File: config.mk
export PLATFORM = sky130hd
export DESIGN_NAME = alu_dispatch
export DESIGN_NICKNAME = d
export VERILOG_FILES = /design/src/rtl/alu_dispatch.sv
export SDC_FILE = /design/constraint.sdc
export NUM_CORES = 1
export LEC_CHECK = 0
export CORE_MARGIN = 2
export CORE_UTILIZATION = 35
export CTS_BUF_LIST = sky130_fd_sc_hd__clkbuf_4 sky130_fd_sc_hd__clkbuf_8
export CTS_CLUSTER_SIZE = 16
export DETAILED_ROUTE_END_ITERATION = 8
export PLACE_DENSITY = 0.7
export SLEW_MARGIN = 20
export SYNTH_ARGS = -nofsm -noshare
export SYNTH_HDL_FRONTEND = slang
export SYNTH_SLANG_ARGS = --single-unit
File: constraint.sdc
create_clock -name clk -period 3.2 [get_ports clk]
set_clock_uncertainty 0.05 [all_clocks]
set_input_delay 0.8 -clock clk [delete_from_list [all_inputs] [get_ports clk]]
set_output_delay 0.8 -clock clk [all_outputs]
set_load 0.03 [all_outputs]
File: src/rtl/alu_dispatch.sv
// Initiator side of the 64-bit ALU interface: one op in flight, filters illegal opcodes and DIV by zero.
// Optional performance counters are compiled in when ALU_DISPATCH_PERF_EN is defined.

package alu_dispatch_pkg;
   localparam int unsigned DATA_W = 64;
   localparam int unsigned OPC_W  = 8;
   localparam int unsigned ERR_W  = 2;
   localparam int unsigned PERF_W = 32;

   localparam logic [OPC_W-1:0] OPC_DIV  = OPC_W'(8'h04);
   localparam logic [OPC_W-1:0] OPC_LAST = OPC_W'(8'h0B);

   localparam logic [ERR_W-1:0] ERR_OK      = ERR_W'(2'b00);
   localparam logic [ERR_W-1:0] ERR_ILLEGAL = ERR_W'(2'b01);
   localparam logic [ERR_W-1:0] ERR_DIV0    = ERR_W'(2'b10);

   typedef struct packed {
      logic [OPC_W-1:0]  opcode;
      logic [DATA_W-1:0] operand1;
      logic [DATA_W-1:0] operand2;
   } alu_req_t;
endpackage

module alu_dispatch
   import alu_dispatch_pkg::*;
#(
   parameter int unsigned       TAG_W       = 5,
   parameter logic [DATA_W-1:0] DIV0_RESULT = 64'hFFFF_FFFF_FFFF_FFFF
) (
   input  logic              clk,
   input  logic              rst,
   input  logic              req_valid,
   output logic              req_ready,
   input  logic [OPC_W-1:0]  req_opcode,
   input  logic [DATA_W-1:0] req_op1,
   input  logic [DATA_W-1:0] req_op2,
   input  logic [TAG_W-1:0]  req_tag,
   output logic              alu_en,
   output logic [OPC_W-1:0]  alu_opcode,
   output logic [DATA_W-1:0] alu_operand1,
   output logic [DATA_W-1:0] alu_operand2,
   input  logic [DATA_W-1:0] alu_result,
   output logic              resp_valid,
   input  logic              resp_ready,
   output logic [DATA_W-1:0] resp_result,
   output logic [TAG_W-1:0]  resp_tag,
   output logic [ERR_W-1:0]  resp_err
`ifdef ALU_DISPATCH_PERF_EN
   ,
   output logic [PERF_W-1:0] perf_issued,
   output logic [PERF_W-1:0] perf_stall
`endif
);

   typedef enum logic [1:0] {
      S_IDLE,
      S_ISSUE,
      S_WAIT,
      S_RESP
   } state_t;

   state_t            state_q, state_d;
   logic              req_ready_q, req_ready_d;
   logic              alu_en_q, alu_en_d;
   alu_req_t          alu_q, alu_d;
   logic              resp_valid_q, resp_valid_d;
   logic [DATA_W-1:0] resp_result_q, resp_result_d;
   logic [TAG_W-1:0]  resp_tag_q, resp_tag_d;
   logic [ERR_W-1:0]  resp_err_q, resp_err_d;

   logic req_hs;
   logic req_illegal;
   logic req_div0;

   assign req_hs      = req_valid && req_ready_q;
   assign req_illegal = (req_opcode > OPC_LAST);
   assign req_div0    = (req_opcode == OPC_DIV) && (req_op2 == '0);

   // State register; reset discards any in-flight ALU result.
   always_ff @(posedge clk) begin
      if (rst) begin
         state_q       <= S_IDLE;
         req_ready_q   <= 1'b0;
         alu_en_q      <= 1'b0;
         alu_q         <= '0;
         resp_valid_q  <= 1'b0;
         resp_result_q <= '0;
         resp_tag_q    <= '0;
         resp_err_q    <= ERR_OK;
      end else begin
         state_q       <= state_d;
         req_ready_q   <= req_ready_d;
         alu_en_q      <= alu_en_d;
         alu_q         <= alu_d;
         resp_valid_q  <= resp_valid_d;
         resp_result_q <= resp_result_d;
         resp_tag_q    <= resp_tag_d;
         resp_err_q    <= resp_err_d;
      end
   end

   // Next-state and registered-output logic.
   always_comb begin
      state_d       = state_q;
      alu_d         = alu_q;
      resp_valid_d  = resp_valid_q;
      resp_result_d = resp_result_q;
      resp_tag_d    = resp_tag_q;
      resp_err_d    = resp_err_q;

      unique case (state_q)
         S_IDLE: begin
            if (req_hs) begin
               resp_tag_d = req_tag;
               if (req_illegal) begin
                  resp_result_d = '0;
                  resp_err_d    = ERR_ILLEGAL;
                  resp_valid_d  = 1'b1;
                  state_d       = S_RESP;
               end else if (req_div0) begin
                  resp_result_d = DIV0_RESULT;
                  resp_err_d    = ERR_DIV0;
                  resp_valid_d  = 1'b1;
                  state_d       = S_RESP;
               end else begin
                  alu_d.opcode   = req_opcode;
                  alu_d.operand1 = req_op1;
                  alu_d.operand2 = req_op2;
                  state_d        = S_ISSUE;
               end
            end
         end
         S_ISSUE: begin
            state_d = S_WAIT;
         end
         S_WAIT: begin
            // ALU result registered at the end of ISSUE is valid now.
            resp_result_d = alu_result;
            resp_err_d    = ERR_OK;
            resp_valid_d  = 1'b1;
            state_d       = S_RESP;
         end
         S_RESP: begin
            if (resp_ready) begin
               resp_valid_d = 1'b0;
               state_d      = S_IDLE;
            end
         end
         default: begin
            state_d = S_IDLE;
         end
      endcase

      alu_en_d    = (state_d == S_ISSUE);
      req_ready_d = (state_d == S_IDLE);
   end

   assign req_ready    = req_ready_q;
   assign alu_en       = alu_en_q;
   assign alu_opcode   = alu_q.opcode;
   assign alu_operand1 = alu_q.operand1;
   assign alu_operand2 = alu_q.operand2;
   assign resp_valid   = resp_valid_q;
   assign resp_result  = resp_result_q;
   assign resp_tag     = resp_tag_q;
   assign resp_err     = resp_err_q;

`ifdef ALU_DISPATCH_PERF_EN
   logic [PERF_W-1:0] perf_issued_q, perf_issued_d;
   logic [PERF_W-1:0] perf_stall_q, perf_stall_d;

   // Free-running event counters, wrapping modulo 2^32.
   always_comb begin
      perf_issued_d = perf_issued_q;
      perf_stall_d  = perf_stall_q;
      if (alu_en_q) begin
         perf_issued_d = perf_issued_q + PERF_W'(1);
      end
      if (resp_valid_q && !resp_ready) begin
         perf_stall_d = perf_stall_q + PERF_W'(1);
      end
   end

   always_ff @(posedge clk) begin
      if (rst) begin
         perf_issued_q <= '0;
         perf_stall_q  <= '0;
      end else begin
         perf_issued_q <= perf_issued_d;
         perf_stall_q  <= perf_stall_d;
      end
   end

   assign perf_issued = perf_issued_q;
   assign perf_stall  = perf_stall_q;
`endif

endmodule

==> qor.yml, run 1 <==
outcome: "complete, no violations"
cts_buffers: 38
num_rows: 61
synth_commonest_cells: "dfxtp_1 (212), nand3_1 (200), nand2_1 (101)"
period_minus_slack_ps: 2660
diodes: 0
start_util: 0.3579
synth_seq_cells: 212
finalNetCount: 1683
antenna_found_initial: 0
tightest_slew_ps: 724.4
reg2reg_depth: 6
path_class: "primary input to register"
wl_per_cell_um: 19.62
via_per_inst: 5.658
min_from: "alu_opcode[6]"
grt_pass1_wl_um: 57460
fp.dieArea_mm2: 0.02993
chipHeight_um: 173.0
dpl-instance-area_mm2: 0.01460
fin_area_mm2: 0.01548
ioPinCount: 419
end_kind: "register"
h-tree-depth: 2
grt_pass1_vias: 10180
synth_async_sr_flop_share: 0
post-route-util: 0.5541
instances_no_fill: 1881
clock_latency_ps: 530
core_area_mm2: 0.02793
use_met2: 0.3862
clockBufferDepth: 3
hold_class: "register to register"
fill_cells: 2553
vias: 10640
synth_nets: 1321
io_buffers: 418
ant_nets: 0
layout-drive-gt1-share: 0.08184
synth_edf_count: 0
hold-path-endpoint: "alu_opcode[6]"
synth_area_mm2: 0.009997
setup_viol: 0
ys_seq_area_frac: 0.4245
synth_flop_cell: "dfxtp_1"
die_x_um: 173.0
synth.avg_cell_area_um2: 8.990
vdd_drop_max_v: 0.0003107
grt.met1_usage: 0.2926
synth_most_common_cell: "dfxtp_1"
synth_top_area_share: 0.4245
synth_cell_types: 37
synth_area_leaders: "dfxtp_1 (42%), nand3_1 (10%), mux2i_1 (7.0%)"
crit_fanout: 19
ys_warn_count: 0
grt_max_degree: 167
max_cap_viol_count: 0
layout_setup_ws_ps: 539.5
r2r_end: "alu_operand2[46]"
grt_usage: 0.2334
first_pass_iters: 5
max_slew_margin: 0.5171
p_leak_nw: 5.884
place_congestion: 0.8424
arrival_ps: 3020
routed_wl_um: 36900
finalCritPeriodShare: 0.8314
rrSetupSlack_ps: 1100
synthCells: 1112
dpl.hpwl_um: 24570
ctsHoldBuffers: 0
grt-busiest-layer: "met2"
area_growth_pct: 54.82
drt-initial-drc-count: 820
cts_resized: 0
clock-sinks: 212
rsz0062_at_grt: "false"
place_ws_ps: 29.54
p_total_mw: 6.735
gr-total-overflow: 0
crit_required_ps: 3560
use_met3: 0.06354
cts_tree: "yes"
start_kind: "primary input"
place_inst: 1812
power.density_mw_per_mm2: 435.1
post_cts_buffers: 0
fmax_mhz: 375.9
drc: 0
drv_slew: 0
whs_ps: 427.0
hold_viol: 0
hold_path_depth: 1
clk_pin_slew_ps: 60
synth.largest_area_cell: "dfxtp_1"
fin_tns_setup_ps: 0
root_buffer: "clkbuf_8"
reg2reg_from: "state_q[1]"
[logic make-up (layout without fill, tap and decap cells)]
| group | after synthesis | count (layout) | synth area share |
|---|---|---|---|
| multiplexers | 70 | 70 | 0.07009 |
| flip-flops | 212 | 212 | 0.4245 |
| buffers and inverters | 137 | 528 | 0.06483 |
| AND/OR/NAND/NOR | 552 | 552 | 0.3116 |
| AO/OA/AOI/OAI | 141 | 141 | 0.1289 |
[worst max-delay path, cell delays in order]
cell and delay, ps:
clkdlybuf4s50_1 460, nor4_1 480, buf_4 190, nand4_1 100, nor3_2 300, buf_12 190
buf_12 190, mux2i_1 220, nand2_1 70
[cells in the final DEF (no fill, tap or decap), types with 33 or more instances in the layout]
cell               n
a221o_1           64
a32oi_1           65
and3_1            65
clkbuf_8          48
clkdlybuf4s50_1  417
dfxtp_1          212
mux2i_1           70
nand2_1          101
nand3_1          199
nand4_1           37
nor2b_1           33
nor4b_1           65
[flip-flops by register name (all words and copies together), names as in the netlist, 2 cells and up]
signal	count
alu_opcode	8
alu_operand1	64
alu_operand2	64
resp_err	2
resp_result	64
resp_tag	5
state_q	2
[final cells by class]
| type | instances | area (µm²) | area share |
|---|---|---|---|
| clock buffers | 60 | 750.7 | 0.04850 |
| clock inverters | 9 | 131.4 | 0.008488 |
| repair buffers | 457 | 4725 | 0.3053 |
| inverters | 2 | 12.51 | 0.0008084 |
| multi-input cells | 763 | 5141 | 0.3322 |
| flip-flops and latches | 212 | 4244 | 0.2742 |
| well taps | 378 | 473.0 | 0.03056 |
[per-layer routing]
metal	part of all wire	vias to the layer above	wire length, µm
li1	-	4987	-
met1	0.41	5099	15160
met2	0.48	485	17560
met3	0.081	71	3004
met4	0.032	0	1179
met5	0	-	0
[power breakdown]
group	total, mW	switching (mW)	internal (mW)
combinational	1.01	0.512	0.501
clock	2.92	1.18	1.74
sequential	2.80	0.0581	2.74
total	6.73	1.75	4.99
[worst max-delay path by stage]
stage,startpoint,to,slack [ps],cells past startpoint
after global placement,req_op2[32],alu_operand1[13],30,8
after global routing,req_op2[22],alu_operand2[2],390,9
after CTS,req_op2[22],alu_operand1[21],580,9
after detailed placement,req_op2[31],alu_operand1[15],30,8
final,req_op2[27],alu_operand1[47],540,9
after floorplan,req_op2[22],alu_operand1[10],890,8
Power figures use the tool's default switching activity.
==> inputs of run 2 (changes only) <==
==> constraint.sdc (replaced) <==
create_clock -name clk -period 2.8 [get_ports clk]
set_clock_uncertainty 0.05 [all_clocks]
set_input_delay 0.7 -clock clk [delete_from_list [all_inputs] [get_ports clk]]
set_output_delay 0.7 -clock clk [all_outputs]
set_load 0.03 [all_outputs]
==> qor.yml, run 2 (synthesis gave the netlist of run 1 again) <==
outcome: "complete, no violations"
start_kind: "primary input"
fill_cells: 2501  # -2.0%
clk_pin_slew_ps: 60  # about the same
layout_common_cells: "clkdlybuf4s50_1 (417), dfxtp_1 (212), nand3_1 (199)"
wl_per_cell_um: 19.51  # -0.54%
drt-initial-drc-count: 894  # +9.0%
dpl-instance-area_mm2: 0.01491  # +2.2%
hold-path-endpoint: "resp_err[1]"
r2r_end: "alu_operand1[33]"
regArea_mm2: 0.004244  # unchanged
fmax_mhz: 391.3
period_minus_slack_ps: 2555
clock-sinks: 212  # unchanged
power.density_mw_per_mm2: 473.3  # +8.8%
post_cts_buffers: 0  # unchanged
vias: 10720  # +0.70%
grt_pass1_wl_um: 57750  # +0.50%
area_growth_pct: 57.13
first_pass_iters: 5  # unchanged
sw_frac_of_total: 0.2646  # +0.004978
ctsHoldBuffers: 0  # unchanged
crit_required_ps: 3220  # -340 ps
cts_tree: "yes"
max_cap_viol_count: 0  # unchanged
tightest_slew_ps: 872.7  # +148.3 ps
path_class: "primary input to register"
internal_power_mw: 5.468  # +9.7%
h-tree-depth: 2  # unchanged
setup_viol: 0  # unchanged
clkPwrFrac: 0.408  # -0.025
pwr-share-seq: 0.431  # +0.015
hold_path_depth: 2  # +1
crit_fanout: 22  # +3
crit_buf_inv: 3  # -1
critPathTopFamily: "simple AND/OR/NAND/NOR gates"
cpMaxStageDelayCell: "clkdlybuf4s50_1"
reg2reg_depth: 7  # +1
end_kind: "register"
place_congestion: 0.8602  # +2.1%
p_total_mw: 7.436  # +10%
arrival_ps: 2980  # -40 ps
vdd_drop_max_v: 0.0002436  # -22%
finalNetCount: 1718  # +2.1%
reg2reg_from: "state_q[1]"
rrSetupSlack_ps: 900  # -200 ps
root_buffer: "clkbuf_8"
min_from: "resp_err[1]"
final_common_cell: "clkdlybuf4s50_1"
ioPinCount: 419  # unchanged
gr-total-overflow: 0  # unchanged
ant_nets: 0  # unchanged
clockBufferDepth: 3  # unchanged
fin_area_mm2: 0.01571  # +1.5%
grt_usage: 0.2352  # +0.001818
chipHeight_um: 173.0  # unchanged
drc: 0  # unchanged
hold_class: "register to register"
cts_buffers: 39  # +2.6%
via_per_inst: 5.602  # -0.98%
grt_max_degree: 167  # unchanged
drv_slew: 0  # unchanged
layout-drive-gt1-share: 0.09980  # +0.01797
antenna_found_initial: 2  # +2
rsz0062_at_grt: "false"
grt_pass1_vias: 10210  # +0.26%
cpPeakStageDelay_ps: 520  # +40 ps
hold_viol: 0  # unchanged
p_switching_mw: 1.967  # +13%
cts_resized: 0  # unchanged
io_buffers: 418  # unchanged
routed_wl_um: 37330  # +1.2%
p_leak_nw: 6.030  # +2.5%
core_area_mm2: 0.02793  # unchanged
die_x_um: 173.0  # unchanged
finalCritPeriodShare: 0.9127
fp.dieArea_mm2: 0.02993  # unchanged
start_util: 0.3579  # unchanged
max_slew_margin: 0.4182  # -0.09886
dpl.hpwl_um: 25070  # +2.0%
path_cells: "clkdlybuf4s50_1, nor4b_2, nand4_1, nor3_2, buf_4, buf_4, nand4_1, nand3_1"
multi_input_area_mm2: 0.005141  # unchanged
clock_latency_ps: 520  # about the same
p_comb_frac: 0.161  # +0.011
num_rows: 61  # unchanged
-- run 2: worst max path at each step --
stage | startpoint | endpoint | depth (start not counted)
CTS | req_opcode[3] | alu_operand1[4] | 8
global placement | req_opcode[3] | resp_result[55] | 7
detailed placement | req_opcode[3] | alu_operand1[53] | 8
global route | req_opcode[3] | alu_operand2[48] | 8
floorplan | req_op2[22] | alu_operand1[10] | 8
finish | req_opcode[3] | alu_operand2[50] | 8
-- run 2: final cells by class --
class / instances / area share
Antenna cell: 2 / 0.0003186
Clock buffer: 61 / 0.04867
Clock inverter: 4 / 0.001673
Inverter: 2 / 0.0007965
Multi-Input combinational cell: 763 / 0.3273
Sequential cell: 212 / 0.2702
Tap cell: 378 / 0.03011
Timing Repair Buffer: 491 / 0.3210
-- run 2: routing by layer --
metal | share of wire | track usage
met5 | 0 | 0
met4 | 0.027 | 0.08581
met3 | 0.075 | 0.05739
met2 | 0.48 | 0.3967
met1 | 0.41 | 0.2911
-- run 2: worst register-to-register path, stage by stage (launching register included) --
cell	delay (ps)
dfxtp_1	360
nor4bb_2	290
buf_4	230
and3_4	250
buf_12	200
and3_1	270
a32oi_1	80
nand2_1	110
-- run 2: per-stage QoR --
step           instances  hold WS (ps)  utilization  setup WS (ps)  TNS [ps]
6_report            1913         412.8       0.5623          244.6         0
5_1_grt             1913         445.7       0.5623          147.2         0
4_1_cts             1911         417.5       0.5622          244.5         0
3_5_place_dp        1846         408.5       0.5339         -305.0    -46590
3_3_place_gp        1846         401.8       0.5338         -288.3    -44480
2_1_floorplan       1112         451.4            -          591.4         0
-- run 2: power groups by stage --
stage	clock network, mW	logic (mW)	registers [mW]
after floorplan	0	0.291	3.48
after global placement	0	1.19	3.26
after detailed placement	0	1.19	3.27
after CTS	3.10	1.20	3.20
after global routing	3.24	1.25	3.22
final	3.03	1.20	3.20
==> inputs of run 3 (changes only) <==
--- a/config.mk
+++ b/config.mk
@@ -5,12 +5,12 @@
 export SDC_FILE = /design/constraint.sdc
 export NUM_CORES = 1
 export LEC_CHECK = 0
-export CORE_MARGIN = 2
-export CORE_UTILIZATION = 35
+export CORE_AREA = 2 2 163 165
 export CTS_BUF_LIST = sky130_fd_sc_hd__clkbuf_4 sky130_fd_sc_hd__clkbuf_8
 export CTS_CLUSTER_SIZE = 16
 export DETAILED_ROUTE_END_ITERATION = 8
-export PLACE_DENSITY = 0.7
+export DIE_AREA = 0 0 165 167
+export PLACE_DENSITY = 0.76
 export SLEW_MARGIN = 20
 export SYNTH_ARGS = -nofsm -noshare
 export SYNTH_HDL_FRONTEND = slang
==> qor.yml, run 3 (synthesis gave the netlist of run 1 again) <==
outcome: "complete, no violations"
internal_power_mw: 5.448  # -0.37%
cts_tree: "yes"
rsz0062_at_grt: "false"
die_x_um: 165  # -4.6%
cpPeakStageDelay_ps: 520  # about the same
via_per_inst: 5.785  # +3.3%
clkPwrFrac: 0.406  # -0.002
path_class: "primary input to register"
first_pass_iters: 6  # +1
dpl.hpwl_um: 24890  # -0.70%
place_inst: 1807  # -2.1%
pwr-share-seq: 0.433  # +0.002
p_total_mw: 7.404  # -0.43%
crit_required_ps: 3210  # about the same
crit_top_cell: "buf_4"
place_congestion: 0.8626  # +0.28%
hold_class: "register to register"
routed_wl_um: 36770  # -1.5%
grt_pass1_wl_um: 56440  # -2.3%
finalNetCount: 1722  # +0.23%
fmax_mhz: 393.5  # +0.55%
setup_viol: 0  # unchanged
num_rows: 59  # -3.3%
clock-sinks: 212  # unchanged
post_cts_buffers: 0  # unchanged
core_area_mm2: 0.02576  # -7.8%
p_comb_frac: 0.161  # about the same
cts_buffers: 39  # unchanged
start_util: 0.3880  # +0.03015
layout_setup_ws_ps: 258.5  # +13.93 ps
layout_common_cells: "clkdlybuf4s50_1 (417), dfxtp_1 (212), nand3_1 (199)"
path_cells: "clkdlybuf4s50_1, buf_4, nor4_1, buf_4, nand4_1, nor3_1, and4_4, buf_12, a221o_1"
period_minus_slack_ps: 2542  # -13.94 ps
tightest_slew_ps: 828.2  # -44.45 ps
drv_slew: 0  # unchanged
arrival_ps: 2950  # -30 ps
clk_pin_slew_ps: 60  # about the same
clock_latency_ps: 530  # about the same
cpMaxStageDelayCell: "nor4_1"
h-tree-depth: 2  # unchanged
vias: 10840  # +1.2%
instances_no_fill: 1874  # -2.0%
io_buffers: 418  # unchanged
drc: 0  # unchanged
clockBufferDepth: 3  # unchanged
grt_usage: 0.2534  # +0.01820
post-route-util: 0.6080  # +0.04568
ant_nets: 0  # unchanged
final_common_cell: "clkdlybuf4s50_1"
p_leak_nw: 6.039  # +0.16%
max_cap_viol_count: 0  # unchanged
antenna_found_initial: 2  # unchanged
wl_per_cell_um: 19.62  # +0.55%
max_slew_margin: 0.4478  # +0.02964
ioPinCount: 419  # unchanged
chipHeight_um: 167  # -3.5%
whs_ps: 420.1  # +7.288 ps
grt_max_degree: 177  # +6.0%
finalCritPeriodShare: 0.9077  # -0.004977
end_kind: "register"
root_buffer: "clkbuf_8"
gr-total-overflow: 0  # unchanged
power.density_mw_per_mm2: 472.6  # -0.15%
ctsHoldBuffers: 0  # unchanged
layout-drive-gt1-share: 0.1028  # +0.002993
start_kind: "primary input"
drt-initial-drc-count: 946  # +5.8%
place_ws_ps: -401.1  # -96.04 ps
grt_pass1_vias: 10280  # +0.75%
p_switching_mw: 1.956  # -0.58%
vdd_drop_max_v: 0.0003946  # +62%
fill_cells: 2191  # -12%
sw_frac_of_total: 0.2642  # -0.0003958
crit_fanout: 23  # +4.5%
hold_viol: 0  # unchanged
fp.dieArea_mm2: 0.02756  # -7.9%
area_growth_pct: 56.70
==> run 3: critical path, delay by kind of cell <==
kind,cells,cell delay [ps]
buffers and inverters,4,970
AND/OR/NAND/NOR,4,1110
AO/OA/AOI/OAI,1,140
==> run 3: area by class of cell <==
type	count	area, µm²	share of cell area
clock inverters	6	65.06	0.004153
inverters	2	12.51	0.0007987
flip-flops and latches	212	4244	0.2709
clock buffers	59	711.9	0.04545
diodes	2	5.005	0.0003195
well taps	335	419.2	0.02676
repair buffers	495	5060	0.3230
multi-input cells	763	5147	0.3286
==> run 3: repair_timing <==
action	CTS	global route
gates resized for setup	0	1
endpoints found under the setup margin	0	2
hold endpoints to repair	0	0
==> run 3: worst paths after layout <==
| kind | start | to | slack, ps | depth (start not counted) |
|---|---|---|---|---|
| max | req_op2[16] | resp_result[37] | 260 | 9 |
| min | alu_opcode[4] | alu_opcode[4] | 420 | 1 |
| max reg2reg | state_q[1] | alu_operand2[46] | 860 | 6 |
| min reg2reg | alu_opcode[4] | alu_opcode[4] | 420 | 1 |
==> run 3: power groups by stage <==
stage / sequential [mW] / clock, mW / combinational [mW]
floorplan: 3.48 / 0 / 0.291
global placement: 3.26 / 0 / 1.18
detailed placement: 3.27 / 0 / 1.18
CTS: 3.21 / 3.07 / 1.19
global route: 3.22 / 3.21 / 1.26
finish: 3.21 / 3.00 / 1.19
==> run 3: layer usage <==
metal	vias to the layer above	wire, µm	track usage
met5	-	0	0
met4	0	1587	0.1180
met3	86	3273	0.06999
met2	495	17330	0.4129
met1	5188	14580	0.3081
li1	5073	-	-
==> run 3: stage by stage <==
step / TNS, ps / area (µm²)
floorplan: 0 / 9997
global placement: -56750 / 14880
detailed placement: -61940 / 14880
CTS: 0 / 15650
global route: 0 / 15670
finish: 0 / 15670
